`src/rtl/reg_file_pkg.sv`:
```
// Shared defaults for the scoreboarded register file.
package reg_file_pkg;

  localparam int DATA_W_DEF   = 64;
  localparam int ADDR_W_DEF   = 5;
  localparam int NUM_RD_DEF   = 3;
  localparam int ZERO_IDX_DEF = 31;

  // Number of registers addressed by an index of the given width.
  function automatic int depth_of(input int addr_w);
    return 2 ** addr_w;
  endfunction

  localparam int DEPTH = depth_of(ADDR_W_DEF);

endpackage

```
`src/rtl/rf_scoreboard.sv`:
```
// Busy-bit scoreboard: issue reserves a destination, writeback releases it,
// and a reservation of a still-pending register is refused (WAW stall).
module rf_scoreboard
  import reg_file_pkg::*;
#(
  parameter int ADDR_W   = ADDR_W_DEF,
  parameter int ZERO_IDX = ZERO_IDX_DEF
) (
  input  logic                      i_clk,
  input  logic                      i_rst,
  input  logic                      i_regWr,
  input  logic [ADDR_W-1:0]         i_wrReg,
  input  logic                      i_issue,
  input  logic [ADDR_W-1:0]         i_issueReg,
  output logic                      o_issueStall,
  output logic [depth_of(ADDR_W)-1:0] o_busy
);

  localparam int NREGS = depth_of(ADDR_W);
  localparam logic [ADDR_W-1:0] ZERO = ADDR_W'(ZERO_IDX);

  logic [NREGS-1:0] busy;
  logic             wr_ok;
  logic             issue_ok;

  assign wr_ok = i_regWr && (i_wrReg != ZERO);

  // A writeback to the very register being reserved resolves the hazard this cycle.
  assign o_issueStall = i_issue && busy[i_issueReg]
                        && !(i_regWr && (i_wrReg == i_issueReg))
                        && (i_issueReg != ZERO);

  assign issue_ok = i_issue && !o_issueStall && (i_issueReg != ZERO);

  // Clear on write, then set on issue so a same-cycle issue wins.
  always_ff @(posedge i_clk or posedge i_rst) begin
    if (i_rst) begin
      busy <= '0;
    end else begin
      if (wr_ok)    busy[i_wrReg]    <= 1'b0;
      if (issue_ok) busy[i_issueReg] <= 1'b1;
    end
  end

  assign o_busy = busy;

endmodule

```
`src/rtl/reg_file_scoreboard.sv`:
```
// Multi-port register file with a hardwired-zero register, optional
// write-to-read forwarding and a busy scoreboard for operand readiness.
module reg_file_scoreboard
  import reg_file_pkg::*;
#(
  parameter int DATA_W   = DATA_W_DEF,
  parameter int ADDR_W   = ADDR_W_DEF,
  parameter int NUM_RD   = NUM_RD_DEF,
  parameter int ZERO_IDX = ZERO_IDX_DEF,
  parameter int BYPASS   = 1
) (
  input  logic                        i_clk,
  input  logic                        i_rst,
  input  logic [NUM_RD*ADDR_W-1:0]    i_rdAddr,
  output logic [NUM_RD*DATA_W-1:0]    o_rdData,
  output logic [NUM_RD-1:0]           o_rdReady,
  input  logic                        i_regWr,
  input  logic [ADDR_W-1:0]           i_wrReg,
  input  logic [DATA_W-1:0]           i_dataWr,
  input  logic                        i_issue,
  input  logic [ADDR_W-1:0]           i_issueReg,
  output logic                        o_issueStall,
  output logic [depth_of(ADDR_W)-1:0] o_busy
);

  localparam int NREGS = depth_of(ADDR_W);
  localparam logic [ADDR_W-1:0] ZERO = ADDR_W'(ZERO_IDX);

  logic [DATA_W-1:0] regs [NREGS];
  logic              wr_ok;

  assign wr_ok = i_regWr && (i_wrReg != ZERO);

  rf_scoreboard #(
    .ADDR_W   (ADDR_W),
    .ZERO_IDX (ZERO_IDX)
  ) u_sb (
    .i_clk        (i_clk),
    .i_rst        (i_rst),
    .i_regWr      (i_regWr),
    .i_wrReg      (i_wrReg),
    .i_issue      (i_issue),
    .i_issueReg   (i_issueReg),
    .o_issueStall (o_issueStall),
    .o_busy       (o_busy)
  );

  // Storage array; the zero register slot is never written.
  always_ff @(posedge i_clk or posedge i_rst) begin
    if (i_rst) begin
      for (int n = 0; n < NREGS; n++) regs[n] <= '0;
    end else if (wr_ok) begin
      regs[i_wrReg] <= i_dataWr;
    end
  end

  for (genvar k = 0; k < NUM_RD; k++) begin : g_rd
    logic [ADDR_W-1:0] addr;
    logic [DATA_W-1:0] data;
    logic              rdy;

    assign addr = i_rdAddr[k*ADDR_W +: ADDR_W];

    // Zero register first, then forwarded write data, then stored value.
    always_comb begin
      data = regs[addr];
      rdy  = !o_busy[addr];
      if (addr == ZERO) begin
        data = '0;
        rdy  = 1'b1;
      end else if ((BYPASS != 0) && i_regWr && (addr == i_wrReg)) begin
        data = i_dataWr;
        rdy  = 1'b1;
      end
    end

    assign o_rdData[k*DATA_W +: DATA_W] = data;
    assign o_rdReady[k]                 = rdy;
  end

endmodule

```
`config.mk`:
```
export PLATFORM = sky130hd
export DESIGN_NAME = reg_file_scoreboard
export DESIGN_NICKNAME = d
export VERILOG_FILES = /design/src/rtl/reg_file_pkg.sv /design/src/rtl/rf_scoreboard.sv /design/src/rtl/reg_file_scoreboard.sv
export SDC_FILE = /design/constraint.sdc
export NUM_CORES = 2
export LEC_CHECK = 0
export ABC_AREA = 0
export BUFFER_PORTS_ARGS = -buffer_cell sky130_fd_sc_hd__buf_4
export CORE_AREA = 2 2 548 414
export DETAILED_ROUTE_END_ITERATION = 12
export DIE_AREA = 0 0 550 416
export PLACE_DENSITY = 0.78
export SKIP_CTS_REPAIR_TIMING = 1
export SLEW_MARGIN = 0
export SYNTH_ARGS = -nofsm -noshare
export SYNTH_HDL_FRONTEND = slang
export SYNTH_HIERARCHICAL = 1
export SYNTH_SLANG_ARGS = --single-unit
```
`constraint.sdc`:
```
create_clock -name i_clk -period 52.9 [get_ports i_clk]
set_clock_uncertainty 0.05 [all_clocks]
set_input_delay 0 -clock i_clk [delete_from_list [all_inputs] [get_ports i_clk]]
set_output_delay 0 -clock i_clk [all_outputs]
set_load 0.005 [all_outputs]
```
# Word-level counts from Yosys, hierarchy flattened

Index checks and enable logic that the tools add are counted.

ROM bits: 0
Input bits: 93
Bits in latches: 0
Memory bits (writable): 0
Memories: 0
Output and inout bits: 228
Logic and storage cells: 117
Register bits after elaboration: 2080

Reduce and logical (&&, ||, !) cells: 18
Add/subtract/negate cells: 0
Multiplexer cells: 38
$mul: 0
Order comparisons: 12
Div/mod/pow operators: 0
Bitwise gates (word level): 7
Equality and inequality tests: 9
Shift-type cells: 0

Operator list:

| operator                                                                             | count |
|---|---|
| 2048-bit bitwise mux                                                                 | 1 |
| 64-bit binary-select mux with 5-bit select                                           | 3 |
| 64-bit 2-to-1 mux                                                                    | 13 |
| 64-bit demux with 5-bit select                                                       | 1 |
| 32-bit 2-to-1 mux                                                                    | 2 |
| 32-bit AND                                                                           | 1 |
| 32-bit NOT                                                                           | 1 |
| 32-bit bitwise OR                                                                    | 1 |
| 5-bit by 6-bit < comparator with 1-bit output (second input constant)                | 5 |
| 6-bit greater-or-equal comparator (second input constant)                            | 4 |
| 5-bit NOT with 6-bit output                                                          | 4 |
| 1-bit binary-select mux with 5-bit select                                            | 4 |
| 5-bit equality test                                                                  | 4 |
| 5-bit equality test (second input constant)                                          | 3 |
| 1-bit logical AND                                                                    | 13 |
| 1-bit 2-to-1 mux                                                                     | 12 |
| 1-bit demux with 5-bit select                                                        | 2 |
| 5-bit by 1-bit greater-or-equal comparator with 1-bit output (second input constant) | 2 |
| 5-bit inequality test (second input constant)                                        | 2 |
| 6-bit by 1-bit < comparator with 1-bit output (second input constant)                | 1 |
| 1-bit zero test                                                                      | 5 |

# Logic depth before layout (Yosys ltp)

Depth in word-level cells: 9
Mapped depth: 10
Depth with buffers taken out: 6

# Modules after synthesis

Netlist, hierarchy kept.

By module, submodules not included:

| module              | seq. area each (um^2) | area each (um^2) | cells each | times used |
|---|---|---|---|---|
| reg_file_scoreboard | 51249.2               | 127348.4         | 9278       | 1 |
| rf_scoreboard       | 800.8                 | 1819.2           | 181        | 1 |

# Worst setup path after synthesis

No wires, ideal clock.

Path type: flip-flop to flip-flop
Start point: register u_sb.busy[27] (netlist: u_sb/o_busy[27])
End point: register u_sb.busy[10] (netlist: u_sb/o_busy[10])
Cell stages (with the launch flop): 9
Arrival time: 1.856 ns
Setup time: 0.097 ns
Path buffers: 2
Clock period less this slack: 2.003 ns
Slack: 50.897 ns
Data required time: 52.753 ns
Cells stage by stage: dfrtp_1 -> mux4_2 -> a22o_1 -> a21oi_2 -> o21ai_1 -> and2_4 -> buf_6 -> buf_6 -> o31ai_1

Longest elaborated chain between the ends: 9

RTL lines:

| item                                      | RTL line            | RTL |
|---|---|---|
| start: declaration                        | rf_scoreboard.sv:22 | `logic [NREGS-1:0] busy;` |
| start signal: assignment                  | rf_scoreboard.sv:38 | `busy <= '0;` |
| start signal: indexed assignment          | rf_scoreboard.sv:40 | `if (wr_ok) busy[i_wrReg] <= 1'b0;` |
| start signal: indexed assignment          | rf_scoreboard.sv:41 | `if (issue_ok) busy[i_issueReg] <= 1'b1;` |
| 1-bit binary-select mux with 5-bit select | rf_scoreboard.sv:29 | `assign o_issueStall = i_issue && busy[i_issueReg]` |
| 1-bit 2-to-1 mux (not written as such)    | rf_scoreboard.sv:29 |  |
| 1-bit logical AND                         | rf_scoreboard.sv:29 |  |
| 1-bit logical AND                         | rf_scoreboard.sv:30 | `&& !(i_regWr && (i_wrReg == i_issueReg))` |
| 1-bit logical AND                         | rf_scoreboard.sv:31 | `&& (i_issueReg != ZERO);` |
| 1-bit zero test                           | rf_scoreboard.sv:33 | `assign issue_ok = i_issue && !o_issueStall && (i_issueReg != ZERO);` |
| 1-bit logical AND (2 in series)           | rf_scoreboard.sv:33 |  |
| 32-bit 2-to-1 mux                         | rf_scoreboard.sv:41 |  |

No other way between the ends. The select of a mux whose other input is x is not followed.
A chain may end at the register's enable or synchronous reset.

# Worst setup path in the final report

Start point: input port i_rdAddr[0]
End point: output port o_rdData[42]

Longest elaborated chain between the ends: 6
Elaborated cells between the ends (all ways): 9
Classes of those cells: eq/ne: 2; mux: 5; bitwise: 1; reduce/logical: 1

RTL lines:

| item                                                  | RTL line                  | RTL |
|---|---|---|
| start: declaration                                    | reg_file_scoreboard.sv:14 | `input logic [NUM_RD*ADDR_W-1:0] i_rdAddr,` |
| 5-bit NOT with 6-bit output (not written as such)     | reg_file_scoreboard.sv:66 | `data = regs[addr];` |
| 64-bit binary-select mux with 5-bit select            | reg_file_scoreboard.sv:66 |  |
| 64-bit 2-to-1 mux (not written as such) (2 in series) | reg_file_scoreboard.sv:66 |  |
| 64-bit 2-to-1 mux                                     | reg_file_scoreboard.sv:71 | `end else if ((BYPASS != 0) && i_regWr && (addr == i_wrReg)) begin` |
| 64-bit 2-to-1 mux *                                   | reg_file_scoreboard.sv:68 | `if (addr == ZERO) begin` |
| end: declaration                                      | reg_file_scoreboard.sv:15 | `output logic [NUM_RD*DATA_W-1:0] o_rdData,` |

Every way passes the cells marked *; elsewhere a longest branch is shown, timed or not. The select of a mux whose other input is x is not followed.

==> key figures <==
Timing
  – Max Clk Rate: 193.6 MHz
  – Final setup vio count: 0
  – Number of slew-limit violations in the final report: 0
  – Final hold vios: 19
  – Fraction of the cycle the final worst path needs: 9.764%
  – Hold Worst Slack: -9.910 ps
  – Min Tclk post-route: 5165 ps
  – Worst rel slew slack: 8.852%
  – RSZ-0062 raised after global routing: no
  – Slew @ Worst Pin: 1367 ps
  – Final-layout setup total negative slack: 0 ps

Synth
  – Top cells by area in the synthesized netlist: dfrtp_1 (40%), mux4_2 (18%), mux2_2 (17%)
  – Commonest cells in the synthesized netlist: dfrtp_1 (2080), mux2_2 (1922), mux2i_1 (1179)
  – Gate count of the mapped netlist: 9459
  – Top-count cell post-synth: dfrtp_1
  – Average cell area after synthesis: 13.66 sq um
  – Number of warnings reported in the yosys synthesis log: 6
  – Combined area of all synthesized cells: 129200 sq um
  – Flip-flop and latch count after synthesis: 2080
  – EDFF count, synth: 0
  – Number of nets in the synthesized netlist: 9552
  – Dominant cell type by area after synthesis: dfrtp_1
  – Async set or reset register ratio after synthesis: 100.0%
  – Number of unique standard cell types used by synthesis: 64
  – Flip-flop cell with the highest count after synthesis: dfrtp_1
  – Sequential cell area fraction in the yosys report: 40.30%
  – Top-area cell type share of the netlist area: 40.30%

Global route
  – Largest net degree at the start of global routing: 185
  – Via count of the first global-routing pass: 99530
  – Total global routing track utilization: 42.18%
  – First-pass GRT wire length: 702900 um
  – Overflow after GRT: 0
  – Initial antenna violation count: 36

Worst setup path
  – Endpoint required time on the critical path: 52850 ps
  – Reg2Reg Depth: 7
  – Setup Crit Path Kind: input pin to output port
  – Worst Setup Start Kind: input pin
  – Critical path endpoint category: output port
  – Critical path, cell by cell: buf_8 > buf_4 > buf_4 > buf_4 > buf_4 > mux4_2 > a211oi_1 > o21ai_0 > a32o_1 > buf_4
  – Maximum fanout along the worst path: 45
  – Master of the slowest instance on the critical path: buf_4
  – Critical path data arrival time: 5120 ps
  – Crit path top cell by count: buf_4
  – Highest cell delay on the worst timing path: 770 ps

Floorplan
  – Die span in x: 550 um
  – Cell Rows: 151
  – Placeable core area: 224100 sq um
  – Ports placed on the boundary: 321
  – Die Span Y: 416 um
  – Starting density of the core: 57.65%
  – Total die area: 228800 sq um

Route
  – Number of nets with antenna violations after detailed routing: 0
  – Average routed wire per standard cell: 39.76 um
  – 1st-iter DRT viols: 16460
  – Total iterations of the first detailed-routing run: 9
  – Post-route DRC: 0
  – Number of vias per cell: 8.153
  – Detailed-route wire length: 489900 um
  – Overall via count from detail_route: 100400

Power
  – Overall power after layout: 5071 uW
  – P_leak: 0.06002 uW
  – Combinational group share of total power: 24.5%
  – P_int: 3511 uW
  – Share of total power in the clock network: 31.5%
  – Switching part of the total: 30.77%
  – Power per Cell Area: 36.18 nW/um^2
  – Worst vdd ir: 30.43 uV
  – Switching component of the power: 1561 uW
  – Fraction of power consumed by sequential logic: 44.0%

Outcome
  – Outcome: finished, violations left
  – Failing checks: hold timing

Clocking
  – Clock slew seen by the registers of the worst setup and hold paths: 60 ps
  – Number of CTS-inserted buffers: 212
  – Clk sink count: 2080
  – Clock root cell: clkbuf_16
  – TritonCTS clock tree: built
  – Htree depth: 4
  – Clock latency at the later pin of the worst-skew pair: 880 ps
  – Maximum buffer depth of the clock tree: 4

Place
  – Buffers added on ports: 320
  – Weighted congestion at the end of routability-driven global placement: 0.9149
  – HPWL Detailed: 263800 um

Cells and area
  – P&R area growth vs syn: 8.504%
  – Filler Cells Inserted: 16320
  – Ratio of cells with drive above 1 in the final layout: 42.19%
  – Count of nets after finishing: 9244

Worst hold path
  – Type of the worst min-delay path: input pin to asynchronous set/reset pin

Job
  – Max-capacitance violation count: 0
## cell type report
class	count	area (sq um)	area share (%)
Tap cell	2983	3732	2.663
Inverter	6	31.28	0.02232
Clock inverter	99	1280	0.9133
Clock buffer	278	5874	4.191
Multi-Input combinational cell	6222	71900	51.30
Sequential cell	2080	52050	37.14
Antenna cell	23	57.56	0.04107
Timing Repair Buffer	629	5229	3.731
## cells in the final DEF (no fill, tap or decap), types with 20 or more instances in the layout
| cell | synthesis | layout |
|---|---|---|
| nor2_1 | 33 | 30 |
| dfrtp_1 | 2080 | 2080 |
| nor2b_1 | 75 | 68 |
| buf_4 | 101 | 505 |
| clkinv_2 | 0 | 44 |
| a211oi_1 | 229 | 229 |
| nor3_1 | 20 | 20 |
| mux2_1 | 103 | 103 |
| o22ai_1 | 195 | 195 |
| a21oi_1 | 167 | 167 |
| mux2i_1 | 1179 | 1179 |
| o31ai_1 | 57 | 57 |
| a32o_1 | 149 | 149 |
| clkbuf_8 | 0 | 33 |
| o221ai_1 | 168 | 168 |
| clkbuf_16 | 0 | 213 |
| nand2_1 | 193 | 177 |
| mux4_2 | 1060 | 1060 |
| diode_2 | 0 | 23 |
| dlygate4sd3_1 | 0 | 97 |
| a221oi_1 | 152 | 152 |
| bufinv_16 | 0 | 27 |
| clkbuf_1 | 568 | 35 |
| mux2_2 | 1922 | 1922 |
| o21ai_0 | 329 | 329 |
| a22o_1 | 29 | 29 |
## critical path: cells and delay by family
| family | cells | cell delay [ps] |
|---|---|---|
| compound gates | 3 | 810 |
| buf+inv | 6 | 3510 |
| mux | 1 | 590 |
## power by group through the flow
stage | clock network (uW) | registers [uW] | logic (uW)
final | 1600 | 2230 | 1240
after global placement | 0 | 2190 | 1160
after CTS | 1590 | 2200 | 1210
after floorplan | 0 | 2130 | 931
after detailed placement | 0 | 2230 | 1200
after global routing | 1660 | 2260 | 1310
## state kept, by name (all words and copies together), names as in the netlist
register,count
u_sb/o_busy,32
regs,2048
## routing by layer
layer / GRT usage [%] / vias up / wire, um
met4: 29.69 / 26 / 41630
li1: - / 36880 / -
met2: 57.29 / 10050 / 201000
met5: 0.1471 / - / 172
met1: 53.52 / 50740 / 164300
met3: 18.97 / 2751 / 82770
## worst paths after layout
path	slack (ps)	startpoint	to
max	47730	i_rdAddr[0]	o_rdData[42]
min	-10	i_rst	u_sb/o_busy[0]$_DFF_PP0_
max reg2reg	50230	u_sb/o_busy[27]$_DFF_PP0_	u_sb/o_busy[20]$_DFF_PP0_
min reg2reg	380	regs[30]$_DFFE_PP0P_	regs[30]$_DFFE_PP0P_
max in group asynchronous	48070	i_rst	regs[2000]$_DFFE_PP0P_
min in group i_clk	100	i_dataWr[10]	regs[650]$_DFFE_PP0P_
## kinds of logic (layout without fill, tap and decap cells)
kind of cell | after synthesis | in the layout | synth area share (%)
DFF | 2080 | 2080 | 40.30
buffers and inverters | 1157 | 1012 | 4.304
xor gates and xnor gates | 20 | 20 | 0.1356
muxes | 4264 | 4264 | 45.27
other | 0 | 23 | 0
AOI/OAI and AO/OA | 1532 | 1532 | 8.391
and+or+nand+nor | 406 | 406 | 1.601
## stage by stage
step | hold WS [ps] | setup slack (ps) | std cells | area, sq um | utilization, %
after floorplan | 65.19 | 24410 | 9459 | 129200 | -
after global placement | 154.9 | 47770 | 11820 | 132000 | 58.90
after detailed placement | 168.6 | 47820 | 11820 | 132000 | 58.90
after CTS | -778.7 | 47820 | 12200 | 139100 | 62.09
after global routing | 89.68 | 47370 | 12300 | 140100 | 62.53
final | -9.910 | 47730 | 12320 | 140200 | 62.55
(Power assumes the default switching activity.)
